==> config.mk <==
export PLATFORM = sky130hd
export DESIGN_NAME = stat_poll
export DESIGN_NICKNAME = d
export VERILOG_FILES = /design/src/rtl/stat_poll_pkg.sv /design/src/rtl/stat_poll.sv
export SDC_FILE = /design/constraint.sdc
export NUM_CORES = 1
export LEC_CHECK = 0
export BUFFER_PORTS_ARGS = -buffer_cell sky130_fd_sc_hd__buf_4
export CAP_MARGIN = 15
export CORE_MARGIN = 2
export CORE_UTILIZATION = 46
export DETAILED_ROUTE_END_ITERATION = 8
export PLACE_DENSITY = 0.79
export REMOVE_ABC_BUFFERS = 1
export SYNTH_ARGS = -nofsm -noshare
export SYNTH_HDL_FRONTEND = slang
export SYNTH_SLANG_ARGS = --single-unit
==> constraint.sdc <==
create_clock -name clk_i -period 1.8 [get_ports clk_i]
set_input_delay 0.09 -clock clk_i [delete_from_list [all_inputs] [get_ports clk_i]]
set_output_delay 0.09 -clock clk_i [all_outputs]
set_load 0.01 [all_outputs]
==> src/rtl/stat_poll_pkg.sv <==
// stat_poll_pkg -- shared types and default constants for the statistics poller.
//   state_t      : poller FSM state encoding (IDLE, REQ, WAIT, OUT)
//   DEF_A_WIDTH  : default flow-number width (2**DEF_A_WIDTH flows per sweep)
//   DEF_D_WIDTH  : default statistics word width
//   DEF_TIMEOUT  : default read-data wait limit in cycles (used only when
//                  STAT_POLL_TIMEOUT_EN is defined)
package stat_poll_pkg;

   localparam int DEF_A_WIDTH = 3;
   localparam int DEF_D_WIDTH = 32;
   localparam int DEF_TIMEOUT = 15;

   typedef enum logic [1:0] {
      ST_IDLE = 2'd0,
      ST_REQ  = 2'd1,
      ST_WAIT = 2'd2,
      ST_OUT  = 2'd3
   } state_t;

endpackage

==> src/rtl/stat_poll.sv <==
// stat_poll -- sweeps every flow of a statistics block, reads one word per
// flow and exports it to a downstream sink.
//
// Ports
//   clk_i, rst_n_i        clock (rising edge), asynchronous active-low reset
//   start_i               one-cycle pulse that begins a sweep (ignored while busy)
//   busy_o, done_o        sweep in progress / one-cycle sweep-complete pulse
//   rd_stb_o              one-cycle read strobe to the statistics block
//   rd_flow_num_o         flow being read; holds its value between strobes
//   rd_data_i             read data
//   rd_data_val_i         read data valid; only looked at while waiting for data
//   out_flow_num_o        flow number of the exported word
//   out_data_o            exported statistics word
//   out_err_o             exported word is a zero word substituted after a read timeout
//   out_val_o, out_rdy_i  export handshake
//   dbg_state             current FSM state, for observation only
//
// Export handshake: a word transfers on every cycle where out_val_o and
// out_rdy_i are both high. Once out_val_o rises it stays high, and
// out_flow_num_o / out_data_o / out_err_o stay constant, until that transfer.
//
// Build option STAT_POLL_TIMEOUT_EN: when defined, a wait for read data is
// abandoned after TIMEOUT cycles and a zero word with out_err_o=1 is exported
// instead. When undefined, the poller waits indefinitely and out_err_o is 0.
module stat_poll
   import stat_poll_pkg::*;
#(
   parameter int A_WIDTH = DEF_A_WIDTH,
   parameter int D_WIDTH = DEF_D_WIDTH,
   parameter int TIMEOUT = DEF_TIMEOUT
) (
   input  logic               clk_i,
   input  logic               rst_n_i,
   input  logic               start_i,
   output logic               busy_o,
   output logic               done_o,
   output logic               rd_stb_o,
   output logic [A_WIDTH-1:0] rd_flow_num_o,
   input  logic [D_WIDTH-1:0] rd_data_i,
   input  logic               rd_data_val_i,
   output logic [A_WIDTH-1:0] out_flow_num_o,
   output logic [D_WIDTH-1:0] out_data_o,
   output logic               out_err_o,
   output logic               out_val_o,
   input  logic               out_rdy_i,
   output state_t             dbg_state
);

   localparam logic [A_WIDTH-1:0] LAST_FLOW = '1;

   if (TIMEOUT < 1) begin : g_bad_timeout
      $error("stat_poll: TIMEOUT must be at least 1");
   end

   state_t             state, state_nxt;
   logic [A_WIDTH-1:0] cnt, cnt_nxt;
   logic               done_nxt;
   logic               ld_data;
   logic               ld_tmo;
   logic               tmo_hit;

   // ---------------------------------------------------------------------
   // Optional read-data timeout
   // ---------------------------------------------------------------------
`ifdef STAT_POLL_TIMEOUT_EN
   localparam int            TW       = $clog2(TIMEOUT + 1);
   localparam logic [TW-1:0] TMO_LAST = TW'(TIMEOUT - 1);

   logic [TW-1:0] tmo_cnt;
   logic          err_q;

   // Counts WAIT cycles; zero on the first WAIT cycle, so the hit fires on
   // the TIMEOUT-th cycle spent waiting.
   always_ff @(posedge clk_i or negedge rst_n_i) begin
      if (!rst_n_i) begin
         tmo_cnt <= '0;
      end else if (state == ST_WAIT) begin
         tmo_cnt <= tmo_cnt + 1'b1;
      end else begin
         tmo_cnt <= '0;
      end
   end

   assign tmo_hit = (tmo_cnt == TMO_LAST);

   always_ff @(posedge clk_i or negedge rst_n_i) begin
      if (!rst_n_i) begin
         err_q <= 1'b0;
      end else if (ld_data) begin
         err_q <= 1'b0;
      end else if (ld_tmo) begin
         err_q <= 1'b1;
      end
   end

   assign out_err_o = err_q;
`else
   assign tmo_hit   = 1'b0;
   assign out_err_o = 1'b0;
`endif

   // ---------------------------------------------------------------------
   // FSM
   // ---------------------------------------------------------------------
   always_ff @(posedge clk_i or negedge rst_n_i) begin
      if (!rst_n_i) begin
         state  <= ST_IDLE;
         cnt    <= '0;
         done_o <= 1'b0;
      end else begin
         state  <= state_nxt;
         cnt    <= cnt_nxt;
         done_o <= done_nxt;
      end
   end

   always_comb begin
      state_nxt = state;
      cnt_nxt   = cnt;
      done_nxt  = 1'b0;
      ld_data   = 1'b0;
      ld_tmo    = 1'b0;
      case (state)
         ST_IDLE: begin
            if (start_i) begin
               cnt_nxt   = '0;
               state_nxt = ST_REQ;
            end
         end
         ST_REQ: begin
            state_nxt = ST_WAIT;
         end
         ST_WAIT: begin
            if (rd_data_val_i) begin
               ld_data   = 1'b1;
               state_nxt = ST_OUT;
            end else if (tmo_hit) begin
               ld_tmo    = 1'b1;
               state_nxt = ST_OUT;
            end
         end
         ST_OUT: begin
            if (out_rdy_i) begin
               // The last flow ends the sweep; the counter never wraps.
               if (cnt == LAST_FLOW) begin
                  done_nxt  = 1'b1;
                  state_nxt = ST_IDLE;
               end else begin
                  cnt_nxt   = cnt + 1'b1;
                  state_nxt = ST_REQ;
               end
            end
         end
         default: begin
            state_nxt = ST_IDLE;
         end
      endcase
   end

   // ---------------------------------------------------------------------
   // Export register
   // ---------------------------------------------------------------------
   always_ff @(posedge clk_i or negedge rst_n_i) begin
      if (!rst_n_i) begin
         out_data_o     <= '0;
         out_flow_num_o <= '0;
      end else if (ld_data) begin
         out_data_o     <= rd_data_i;
         out_flow_num_o <= cnt;
      end else if (ld_tmo) begin
         out_data_o     <= '0;
         out_flow_num_o <= cnt;
      end
   end

   // The flow counter only moves on a start or an export handshake, so it
   // already holds steady between strobes and can drive the read address.
   assign rd_flow_num_o = cnt;
   assign rd_stb_o      = (state == ST_REQ);
   assign out_val_o     = (state == ST_OUT);
   assign busy_o        = (state != ST_IDLE);
   assign dbg_state     = state;

endmodule

After elaboration in Yosys (flattened, before gate mapping)
Cells that the tools add are included.
- add/subtract/negate cells: 1
- equal/unequal tests: 8
- muxes and demuxes: 16
- reduce and logical (&&, ||, !) cells: 5
- operator list (kind ; count):
    $mux W32 ; 1
    $mux W3 ; 4
    $pmux W2 S4 ; 1
    $mux W1 ; 6
    $mux W2 ; 3
    $ne A2 B2 Y1 const B ; 3
    $pmux W3 S2 ; 1
    $eq A2 B2 Y1 const B ; 2
    $reduce_and A4 Y1 ; 1
    $reduce_bool A2 Y1 ; 2
    $add A3 B1 Y3 const B ; 1
    $eq A3 B3 Y1 const B ; 1
    $reduce_and A3 Y1 ; 1
    $eq A2 B1 Y1 const B ; 1
    $logic_not A2 Y1 ; 1
    $ne A2 B1 Y1 const B ; 1
- register bits after elaboration: 41
- input bits: 37
- output and inout port bits: 45

Logic depth before layout (Yosys ltp)
- depth in word-level cells: 4
- gate-level depth with buffers: 7
- gate-level depth less buffers: 5

Worst setup path before layout
Ideal clock, no wire load.
- path kind: register -> register
- start: register cnt[0], in the netlist rd_flow_num_o[0]
- end: register cnt[0], in the netlist rd_flow_num_o[0]
- arrival time: 1.579 ns
- slack: 0.141 ns
- cell stages (with the launch flop): 6
- buffers on the path: 0
- path through: dfrtp_1 > ha_1 > ha_1 > and2b_1 > or4b_1 > o211ai_2
- word-level cells in the longest chain between the ends: 4
- ends and longest elaborated chain (what ; RTL line ; source):
    start, declared ; stat_poll.sv:56 ; logic [A_WIDTH-1:0] cnt, cnt_nxt;
    start signal, assigned ; stat_poll.sv:112 ; cnt <= cnt_nxt;
    $add A3 B1 Y3 ; stat_poll.sv:149 ; cnt_nxt = cnt + 1'b1;
    $mux W3 ; stat_poll.sv:145 ; if (cnt == LAST_FLOW) begin
    $mux W3 ; stat_poll.sv:143 ; if (out_rdy_i) begin
    $pmux W3 S2 ; stat_poll.sv:123 ; case (state)
Several ways; a longest one is shown, not always the timed one. The select of a mux whose other input is x is not followed.
A chain may end at the register's enable or synchronous reset.

Worst setup path after layout
Ends and elaborated chain as after synthesis.

==> impl_metrics.py <==
metrics = {
    "detailed_routing": {
        "drtPass1Iterations": 4,
        "wl_per_cell_um": 14.2,
        "drc": 0,
        "vias_per_cell": 4.91,
        "vias": 1248,
        "drt_iter0_drc": 26,
        "wl_mm": 3.61,
        "drtAntennaViolNets": 0,
    },
    "clocking": {
        "clockRootBuffer": "clkbuf_8",
        "cts-htree-levels": 2,
        "cts_inserted_buffers": 5,
        "post_cts_resized": 0,
        "cts_max_path_buffers": 2,
        "tritoncts": "yes",
        "postCtsSetupBuffers": 0,
        "clkSinkCount": 41,
        "clock_latency_ns": 0.29,
        "clk_pin_slew_worst_paths_ns": 0.07,
    },
    "synthesis": {
        "yosysWarnings": 0,
        "synth_most_common_cell": "dfrtp_1",
        "synth_area_leaders": "dfrtp_1, mux2_1, ha_1",
        "yosysTopAreaCell": "dfrtp_1",
        "synth_area_um2": 1730,
        "ys_seq_area_frac": 0.592,
        "async_reset_ff_frac": 1.00,
        "synth_edf_count": 0,
        "ys_types": 24,
        "synth_flop_cell": "dfrtp_1",
        "yosys.area.top_type_share": 0.592,
        "ys_ff_latch": 41,
        "syn_inst": 121,
        "syn_avg_cell_area_um2": 14.3,
        "synth_common_cells": "dfrtp_1, mux2_1, inv_1, ha_1, nand2_1",
    },
    "placement": {
        "gp_congestion": 0.791,
        "place_inst": 246,
        "place_area_um2": 2380,
        "port_buffers": 80,
        "place_hpwl_mm": 2.79,
        "post-place-ws_ns": 0.150,
    },
    "timing": {
        "tightest_slew_ns": 0.505,
        "setup_viol": 0,
        "hold_viol": 0,
        "period_share": 0.937,
        "holdWs_ns": 0.00688,
        "layout_min_cycle_time_ns": 1.69,
        "relSlewSlack": 0.664,
        "fmax_mhz": 593,
        "maxSlewViolCount": 0,
        "rsz0062_at_grt": "no",
        "skew_ns": 0.00497,
        "setup_ws_ns": 0.113,
    },
    "finish": {
        "fin_area_um2": 2500,
        "drive_above_1_share": 0.456,
        "area_growth_pct": 44.2,
        "diodes": 0,
        "layout.cells.non_filler": 254,
        "nNetsFinal": 249,
    },
    "global_route": {
        "grt_pass1_vias": 1248,
        "grt-ovfl-total": 0,
        "track_usage": 0.181,
        "grt_pass1_wl_mm": 5.84,
        "antenna_found_initial": 0,
        "grt_max_degree": 42,
    },
    "worst_setup_path": {
        "path_depth": 5,
        "crit_required_ns": 2.02,
        "endpoint_kind": "register",
        "critPathTopFamily": "simple AND/OR/NAND/NOR gates",
        "path_common_cell": "ha_1",
        "slowest_stage": "or4b_1",
        "path_cells": "ha_1 > ha_1 > and2b_1 > or4b_1 > o211ai_2",
        "path_class": "register to register",
        "crit_path_max_fanout": 5,
        "reg2reg_depth": 5,
        "crit_buf_inv": 0,
        "max_stage_delay_ns": 0.46,
        "critical_path.startpoint_type": "register",
        "cp.arrival_ns": 1.90,
    },
    "pwr": {
        "sw_frac_of_total": 0.331,
        "pwr-share-comb": 0.458,
        "power.share.clock": 0.163,
        "p_seq_frac": 0.379,
        "ir_drop_mv": 0.843,
        "p_int_w": 0.00287,
        "total_power_w": 0.00428,
        "p_switching_w": 0.00142,
        "p_leak_nw": 1.24,
        "p_per_area_nw_per_um2": 1710,
    },
    "floorplanning": {
        "rows": 22,
        "start_util": 0.477,
        "die_width_um": 65.4,
        "design.core.area_um2": 3630,
        "fp.dieH_um": 65.4,
        "ios": 82,
        "dieArea_um2": 4270,
    },
    "status": {
        "status": "complete, no violations",
    },
    "min_path": {
        "hp-class": "primary input to register",
        "whs_path_depth": 2,
    },
    "flow_run": {
        "maxCapViolations": 0,
    },
}
[state kept, by name, indices dropped and copies added (netlist names)]
signal / count
out_data_o: 32
out_flow_num_o: 3
rd_flow_num_o: 3
done_o: 1
dbg_state: 2
[worst register-to-register path, cell delays in order, from the launching register on]
cell,delay (ns)
dfrtp_1,0.43
ha_1,0.24
ha_1,0.20
and2b_1,0.21
or4b_1,0.46
o211ai_2,0.07
[per-layer routing]
layer	global-route usage	share of wire	up-vias
met5	0	0	-
met4	0.0599	0.011	0
met3	0.0634	0.080	6
met2	0.313	0.51	56
met1	0.211	0.40	593
li1	-	-	593
[power groups by stage]
| stage | sequential, W | clock (W) | combinational, W |
|---|---|---|---|
| 2_1_floorplan | 0.00184 | 0 | 0.000747 |
| 3_3_place_gp | 0.00162 | 0 | 0.00194 |
| 3_5_place_dp | 0.00165 | 0 | 0.00199 |
| 4_1_cts | 0.00163 | 0.000712 | 0.00200 |
| 5_1_grt | 0.00169 | 0.000746 | 0.00214 |
| 6_report | 0.00162 | 0.000696 | 0.00196 |
[cells by family (layout without fill, tap and decap cells)]
logic type,after synthesis,count (layout),share of synthesized area
DFF,41,41,0.592
and+or+nand+nor,17,17,0.0635
buffers and inverters,13,98,0.0383
other,1,1,0.00216
adders and majority gates,6,6,0.0433
AOI/OAI and AO/OA,10,10,0.0462
muxes,33,33,0.214
[stage by stage]
stage	TNS [ns]	util
after floorplan	-7.82	-
after global placement	0	0.656
after detailed placement	0	0.656
after CTS	0	0.688
after global routing	0	0.688
final	0	0.688
[final timing paths]
check | endpoint | slack [ns] | from
worst max-delay path | rd_flow_num_o[0] | 0.11 | rd_flow_num_o[0]
worst min-delay path | out_data_o[15] | 0.007 | rd_data_i[15]
worst max register to register | rd_flow_num_o[0] | 0.11 | rd_flow_num_o[0]
worst min register to register | out_flow_num_o[1] | 0.48 | out_flow_num_o[1]
max in group asynchronous | out_data_o[21] | 1.14 | rst_n_i
min in group asynchronous | out_data_o[26] | 0.31 | rst_n_i
[placed cells by master (no fill, tap or decap), types with 2 or more instances in the layout]
cell and instances:
o21ai_0 3, nor2b_4 2, buf_4 81, ha_1 6
inv_1 8, nand2_1 6, o2bb2ai_1 2, o41ai_1 2
dfrtp_1 41, mux2_1 33, nor3_1 2, clkbuf_8 5
[layout make-up]
cell class | instances | area, um2
clock buffers | 5 | 68.8
fillers | 282 | 1130
well taps | 48 | 60.1
clock inverters | 2 | 35.0
multi-input cells | 67 | 641
flip-flops and latches | 41 | 1030
repair buffers | 83 | 638
inverters | 8 | 30.0
[repair_timing]
item,CTS,global route
endpoints found under the hold margin,41,0
hold buffers,1,0
endpoints found under the setup margin,0,0
Power figures use the tool's default switching activity.
